<file path="config.mk">
export PLATFORM = sky130hd
export DESIGN_NAME = if_fetch_unit
export DESIGN_NICKNAME = d
export VERILOG_FILES = /design/src/rtl/if_fetch_unit_pkg.sv /design/src/rtl/if_fetch_unit_fetch_fifo.sv /design/src/rtl/if_fetch_unit.sv
export SDC_FILE = /design/constraint.sdc
export NUM_CORES = 1
export LEC_CHECK = 0
export BUFFER_PORTS_ARGS = -buffer_cell sky130_fd_sc_hd__buf_4
export CAP_MARGIN = 20
export CORE_ASPECT_RATIO = 0.8
export CORE_UTILIZATION = 42
export CTS_CLUSTER_SIZE = 8
export DETAILED_ROUTE_END_ITERATION = 10
export PLACE_DENSITY = 0.68
export REMOVE_ABC_BUFFERS = 1
export SLEW_MARGIN = 20
export SYNTH_ARGS = -nofsm -noshare
export SYNTH_HDL_FRONTEND = slang
export SYNTH_SLANG_ARGS = --single-unit
</file>
<file path="constraint.sdc">
create_clock -name clk -period 14.1 [get_ports clk]
set_clock_uncertainty 0.15 [all_clocks]
set_input_delay 2.115 -clock clk [delete_from_list [all_inputs] [get_ports clk]]
set_output_delay 2.115 -clock clk [all_outputs]
set_load 0.005 [all_outputs]
</file>
<file path="src/rtl/if_fetch_unit_pkg.sv">
// Shared fetch types and widths.
// Holds XLEN, instruction width, reset PC default and fetch_entry_t.
package if_fetch_unit_pkg;

  localparam int XLEN = 32;
  localparam int ILEN = 32;

  localparam logic [XLEN-1:0] RESET_PC_DEF = 32'h0000_0000;

  typedef struct packed {
    logic [XLEN-1:0] pc;
    logic [ILEN-1:0] instr;
  } fetch_entry_t;

endpackage

</file>
<file path="src/rtl/if_fetch_unit_fetch_fifo.sv">
// Fetch buffer: synchronous FIFO with push/pop/flush and occupancy count.
// Ports: clk_i, rst_i, flush_i, push_i, pop_i, wdata_i, rdata_o,
//        count_o, full_o, empty_o. Head entry is visible as rdata_o.
module fetch_fifo
  import if_fetch_unit_pkg::*;
#(
  parameter int DEPTH = 2
) (
  input  logic                       clk_i,
  input  logic                       rst_i,
  input  logic                       flush_i,
  input  logic                       push_i,
  input  logic                       pop_i,
  input  fetch_entry_t               wdata_i,
  output fetch_entry_t               rdata_o,
  output logic [$clog2(DEPTH):0]     count_o,
  output logic                       full_o,
  output logic                       empty_o
);

  localparam int AW = $clog2(DEPTH);
  localparam int CW = AW + 1;
  localparam logic [CW-1:0] FULL_CNT = CW'(DEPTH);

  fetch_entry_t    mem_q [DEPTH];
  logic [AW-1:0]   wptr_q;
  logic [AW-1:0]   rptr_q;
  logic [CW-1:0]   count_q;

  logic do_push;
  logic do_pop;

  assign full_o  = (count_q == FULL_CNT);
  assign empty_o = (count_q == '0);
  assign count_o = count_q;
  assign rdata_o = mem_q[rptr_q];

  assign do_push = push_i && !full_o;
  assign do_pop  = pop_i && !empty_o;

  always_ff @(posedge clk_i) begin
    if (rst_i || flush_i) begin
      wptr_q  <= '0;
      rptr_q  <= '0;
      count_q <= '0;
    end else begin
      if (do_push) begin
        mem_q[wptr_q] <= wdata_i;
        wptr_q        <= wptr_q + 1'b1;
      end
      if (do_pop) begin
        rptr_q <= rptr_q + 1'b1;
      end
      unique case ({do_push, do_pop})
        2'b10:   count_q <= count_q + 1'b1;
        2'b01:   count_q <= count_q - 1'b1;
        default: count_q <= count_q;
      endcase
    end
  end

endmodule

</file>
<file path="src/rtl/if_fetch_unit.sv">
// Instruction fetch: PC, cache request, miss/discard tracking, buffer.
// In: clk, rst, redirect_valid/pc, fence_i, ic_data/valid/stall, dec_ready.
// Out: ic_addr, ic_req, ic_invalidate, dec_valid, dec_instr, dec_pc.
module if_fetch_unit
  import if_fetch_unit_pkg::*;
#(
  parameter logic [XLEN-1:0] RESET_PC   = RESET_PC_DEF,
  parameter int              FIFO_DEPTH = 2
) (
  input  logic            clk,
  input  logic            rst,
  input  logic            redirect_valid,
  input  logic [XLEN-1:0] redirect_pc,
  input  logic            fence_i,
  output logic [XLEN-1:0] ic_addr,
  output logic            ic_req,
  input  logic [ILEN-1:0] ic_data,
  input  logic            ic_valid,
  input  logic            ic_stall,
  output logic            ic_invalidate,
  output logic            dec_valid,
  output logic [ILEN-1:0] dec_instr,
  output logic [XLEN-1:0] dec_pc,
  input  logic            dec_ready
);

  logic [XLEN-1:0] pc_q, pc_d;
  logic            miss_q, miss_d;
  logic            disc_q, disc_d;

  logic            full;
  logic            empty;
  logic            push;
  logic            pop;
  fetch_entry_t    wentry;
  fetch_entry_t    head;
  logic [$clog2(FIFO_DEPTH):0] count;

  fetch_fifo #(
    .DEPTH (FIFO_DEPTH)
  ) u_fifo (
    .clk_i   (clk),
    .rst_i   (rst),
    .flush_i (redirect_valid),
    .push_i  (push),
    .pop_i   (pop),
    .wdata_i (wentry),
    .rdata_o (head),
    .count_o (count),
    .full_o  (full),
    .empty_o (empty)
  );

  assign ic_addr       = pc_q;
  assign ic_invalidate = fence_i;
  assign ic_req        = !rst && (!full || miss_q) && !fence_i;

  assign dec_valid = !empty;
  assign dec_instr = head.instr;
  assign dec_pc    = head.pc;

  assign wentry.pc    = pc_q;
  assign wentry.instr = ic_data;

  assign push = ic_valid && !disc_q && !redirect_valid && !full;
  assign pop  = dec_valid && dec_ready && !redirect_valid;

  always_comb begin
    pc_d = pc_q;
    if (redirect_valid) begin
      pc_d = redirect_pc;
    end else if (push) begin
      pc_d = pc_q + 32'd4;
    end
  end

  // The cache aborts its miss on invalidate, so fence clears both flags.
  always_comb begin
    miss_d = miss_q;
    if (redirect_valid && fence_i) begin
      miss_d = 1'b0;
    end else if (ic_valid) begin
      miss_d = 1'b0;
    end else if (ic_req && ic_stall) begin
      miss_d = 1'b1;
    end
  end

  // A response landing in the redirect cycle is the stale one itself,
  // so only a fresh stall arms another discard.
  always_comb begin
    disc_d = disc_q;
    if (redirect_valid) begin
      if (fence_i) begin
        disc_d = 1'b0;
      end else if (ic_valid) begin
        disc_d = ic_stall;
      end else begin
        disc_d = disc_q | miss_q | ic_stall;
      end
    end else if (ic_valid) begin
      disc_d = 1'b0;
    end
  end

  always_ff @(posedge clk) begin
    if (rst) begin
      pc_q   <= RESET_PC;
      miss_q <= 1'b0;
      disc_q <= 1'b0;
    end else begin
      pc_q   <= pc_d;
      miss_q <= miss_d;
      disc_q <= disc_d;
    end
  end

endmodule

</file>
==> results.toml <==
[setup_path]
reg2regPathDepth = 3
r2r_slack_ns = 11.36
cp_slowest_cell = "buf_4"
timing.rr.end = "u_fifo.mem_q[1][37]"
crit_buf_inv = 2
crit_required_ns = 11.84
r2r_start = "disc_q"
cpMostUsedCell = "buf_4"
worst-path-max-fanout = 41
critPathMaxStageDelay_ns = 0.37
worst_setup_path_end_kind = "output pin"
cpLargestDelayFamily = "buffers and inverters"
path_cells = "buf_4 > nor2_1 > o21a_1 > buf_4"
start_kind = "input port"
crit_arrival_ns = 2.85
critical_path_class = "in2out"

[clocking]
cts_max_path_buffers = 2
clk_pin_slew_ns = 0.06
clock-root-buffer = "clkbuf_16"
worst_skew_pair.late_latency_ns = 0.42
cts_max_level = 4
cts_resized = 0
cts_setup_buffers = 0
cts_tree = "done"
cts.sinks = 167
cts_hold_buf = 0
cts_buffers = 17

[global_route]
grt_pass1_wl_mm = 25.0
grt_use_met3_pct = 5.35
antenna_found_initial = 0
grt_start_max_net_pins = 65
use_met1_pct = 25.7
grtUsageTotal_pct = 19.4
busiest_layer = "met2"
met2_usage_pct = 31.0
grt_overflow_total = 0
grt_pass1_vias = 4706

[run_status]
status = "completed"

[logic_synthesis]
async_flop_share_pct = 0
netlist_top_cells_area = "edfxtp_1 (55%), dfxtp_1 (11%), mux2_2 (10%)"
ys_dominant_reg_cell = "edfxtp_1"
avgSynthCellArea_um2 = 14.2
synth_cells = 490
synth_top_area_cell = "edfxtp_1"
synth_most_common_cell = "edfxtp_1"
ys_seq_elements = 167
yosys-top-cells-count = "edfxtp_1 (128), mux2_2 (64), dfxtp_1 (39)"
synthDominantCellAreaShare_pct = 55.1
syn_area_um2 = 6980
synth_cell_types = 49
ys_warn_count = 0
synth_edf_count = 128
seq_area_frac_synth_pct = 66.3

[layout]
final_nets = 724
drive_gt1_share_pct = 41.2
instances_no_fill = 877
antenna_cells = 0
syn_to_final_growth_pct = 27.9
final_area_um2 = 8930

[floorplanning]
start_util_pct = 43.6
core_um2 = 16000
dieWidth_um = 146
die_area_um2 = 17100
pin_count = 170
die_y_um = 117
rows = 41

[worst_hold_path]
min_from = "ic_addr[0]"
worstHoldPathCells = 0
hold_end = "u_fifo.mem_q[0][32]"
min_path_type = "reg2reg"

[route]
routed_via_density = 5.46
drt_iter0_markers = 252
ant_nets = 0
wl_mm = 15.9
drc_errors = 0
dr.pass1.iters = 5
vias = 4788
wire_per_inst_um = 18.2

[place]
gp_congestion = 0.797
dpl.hpwl_mm = 10.4
dp.cells = 847
port_buffers = 169
placed_cell_area_um2 = 8380

[sta]
final-hold-violation-count = 0
relSlewSlack_pct = 39.5
tightest_slew_ns = 0.907
fin_crit_ns = 5.11
slew_viol_final = 0
finalSetupViolCount = 0
fmaxAchievable_ghz = 0.196
tns_ns = 0
rsz0062_at_grt = "false"
post-route-period-util_pct = 36.3

[power]
p_switching_mw = 0.239
peakVddDrop_mv = 0.0692
p_int_mw = 0.829
pwr-share-clk_pct = 40.5
pwr-share-comb_pct = 7.0
p_seq_share_pct = 52.5
swShare_pct = 22.4
p_per_area_nw_per_um2 = 120
leakagePower_nw = 3.19
finalPower_mw = 1.07

[run]
maxCapViolations = 0
## final cells by class
cell class,count,area (um^2)
fill,1342,7080
sequential,167,4630
multi-input combinational,286,2170
timing repair buffer,170,1280
clock buffer,17,425
tap,215,269
clock inverter,13,121
inverter,9,33.8
## cell usage in the layout (no fill, tap or decap), drive strengths merged, types with 6 or more instances in the layout
cell type | synthesis | layout
a211oi | 9 | 9
nand4 | 9 | 9
nand3 | 11 | 11
inv | 9 | 15
a311oi | 7 | 7
xnor2 | 7 | 7
buf | 6 | 170
and2 | 13 | 13
or4 | 10 | 10
dfxtp | 39 | 39
and4 | 10 | 10
o211ai | 8 | 8
nor3 | 8 | 8
o311ai | 6 | 6
clkbuf | 22 | 17
edfxtp | 128 | 128
nand2 | 25 | 25
a2111oi | 6 | 6
nor4 | 7 | 7
nor2 | 26 | 26
mux2 | 64 | 64
a31oi | 13 | 13
## stage by stage
| stage | hold slack [ns] | util (%) | setup WS [ns] |
|---|---|---|---|
| 2_1_floorplan | 0.320 | - | 8.16 |
| 3_3_place_gp | 0.327 | 52.4 | 9.00 |
| 3_5_place_dp | 0.331 | 52.4 | 8.99 |
| 4_1_cts | 0.351 | 55.8 | 8.99 |
| 5_1_grt | 0.372 | 55.8 | 8.94 |
| 6_report | 0.348 | 55.8 | 8.99 |
## power by group through the flow
stage / logic [mW] / clock network (mW) / registers (mW)
after floorplan: 0.0279 / 0 / 0.567
after global placement: 0.0737 / 0 / 0.570
after detailed placement: 0.0752 / 0 / 0.571
after CTS: 0.0757 / 0.442 / 0.561
after global routing: 0.0820 / 0.463 / 0.563
final: 0.0751 / 0.433 / 0.561
## kinds of logic (layout without fill, tap and decap cells)
group           Yosys count  count (layout)  share of synthesized area, %
compound gates           67              67                          7.24
xor+xnor                 11              11                          1.38
fa+ha+maj                 2               2                         0.359
buf+inv                  37             209                          2.74
flops                   167             167                          66.3
mux                      66              66                          10.6
simple gates            140             140                          11.4
## sequential cells by signal, indices dropped and copies added (netlist names), named ones only
signal and count:
disc_q 1, ic_addr 32, miss_q 1, u_fifo.count_o 2, u_fifo.mem_q 128, u_fifo.rptr_q 1
u_fifo.wptr_q 1
## worst max path at each step
| stage | from | end | slack (ns) | depth (start not counted) |
|---|---|---|---|---|
| after CTS | rst | ic_req | 8.99 | 4 |
| after floorplan | ic_valid | u_fifo.mem_q[0][0] | 8.16 | 3 |
| final | rst | ic_req | 8.99 | 4 |
| after global placement | rst | ic_req | 9.00 | 4 |
| after detailed placement | rst | ic_req | 8.99 | 4 |
| after global routing | rst | ic_req | 8.94 | 4 |
## metal layers
layer / routed length [um] / up-vias
li1: - / 2251
met1: 7240 / 2300
met2: 7410 / 222
met3: 1130 / 15
met4: 153 / 0
met5: 0 / -
No activity file was read; power rests on OpenSTA's default activity.
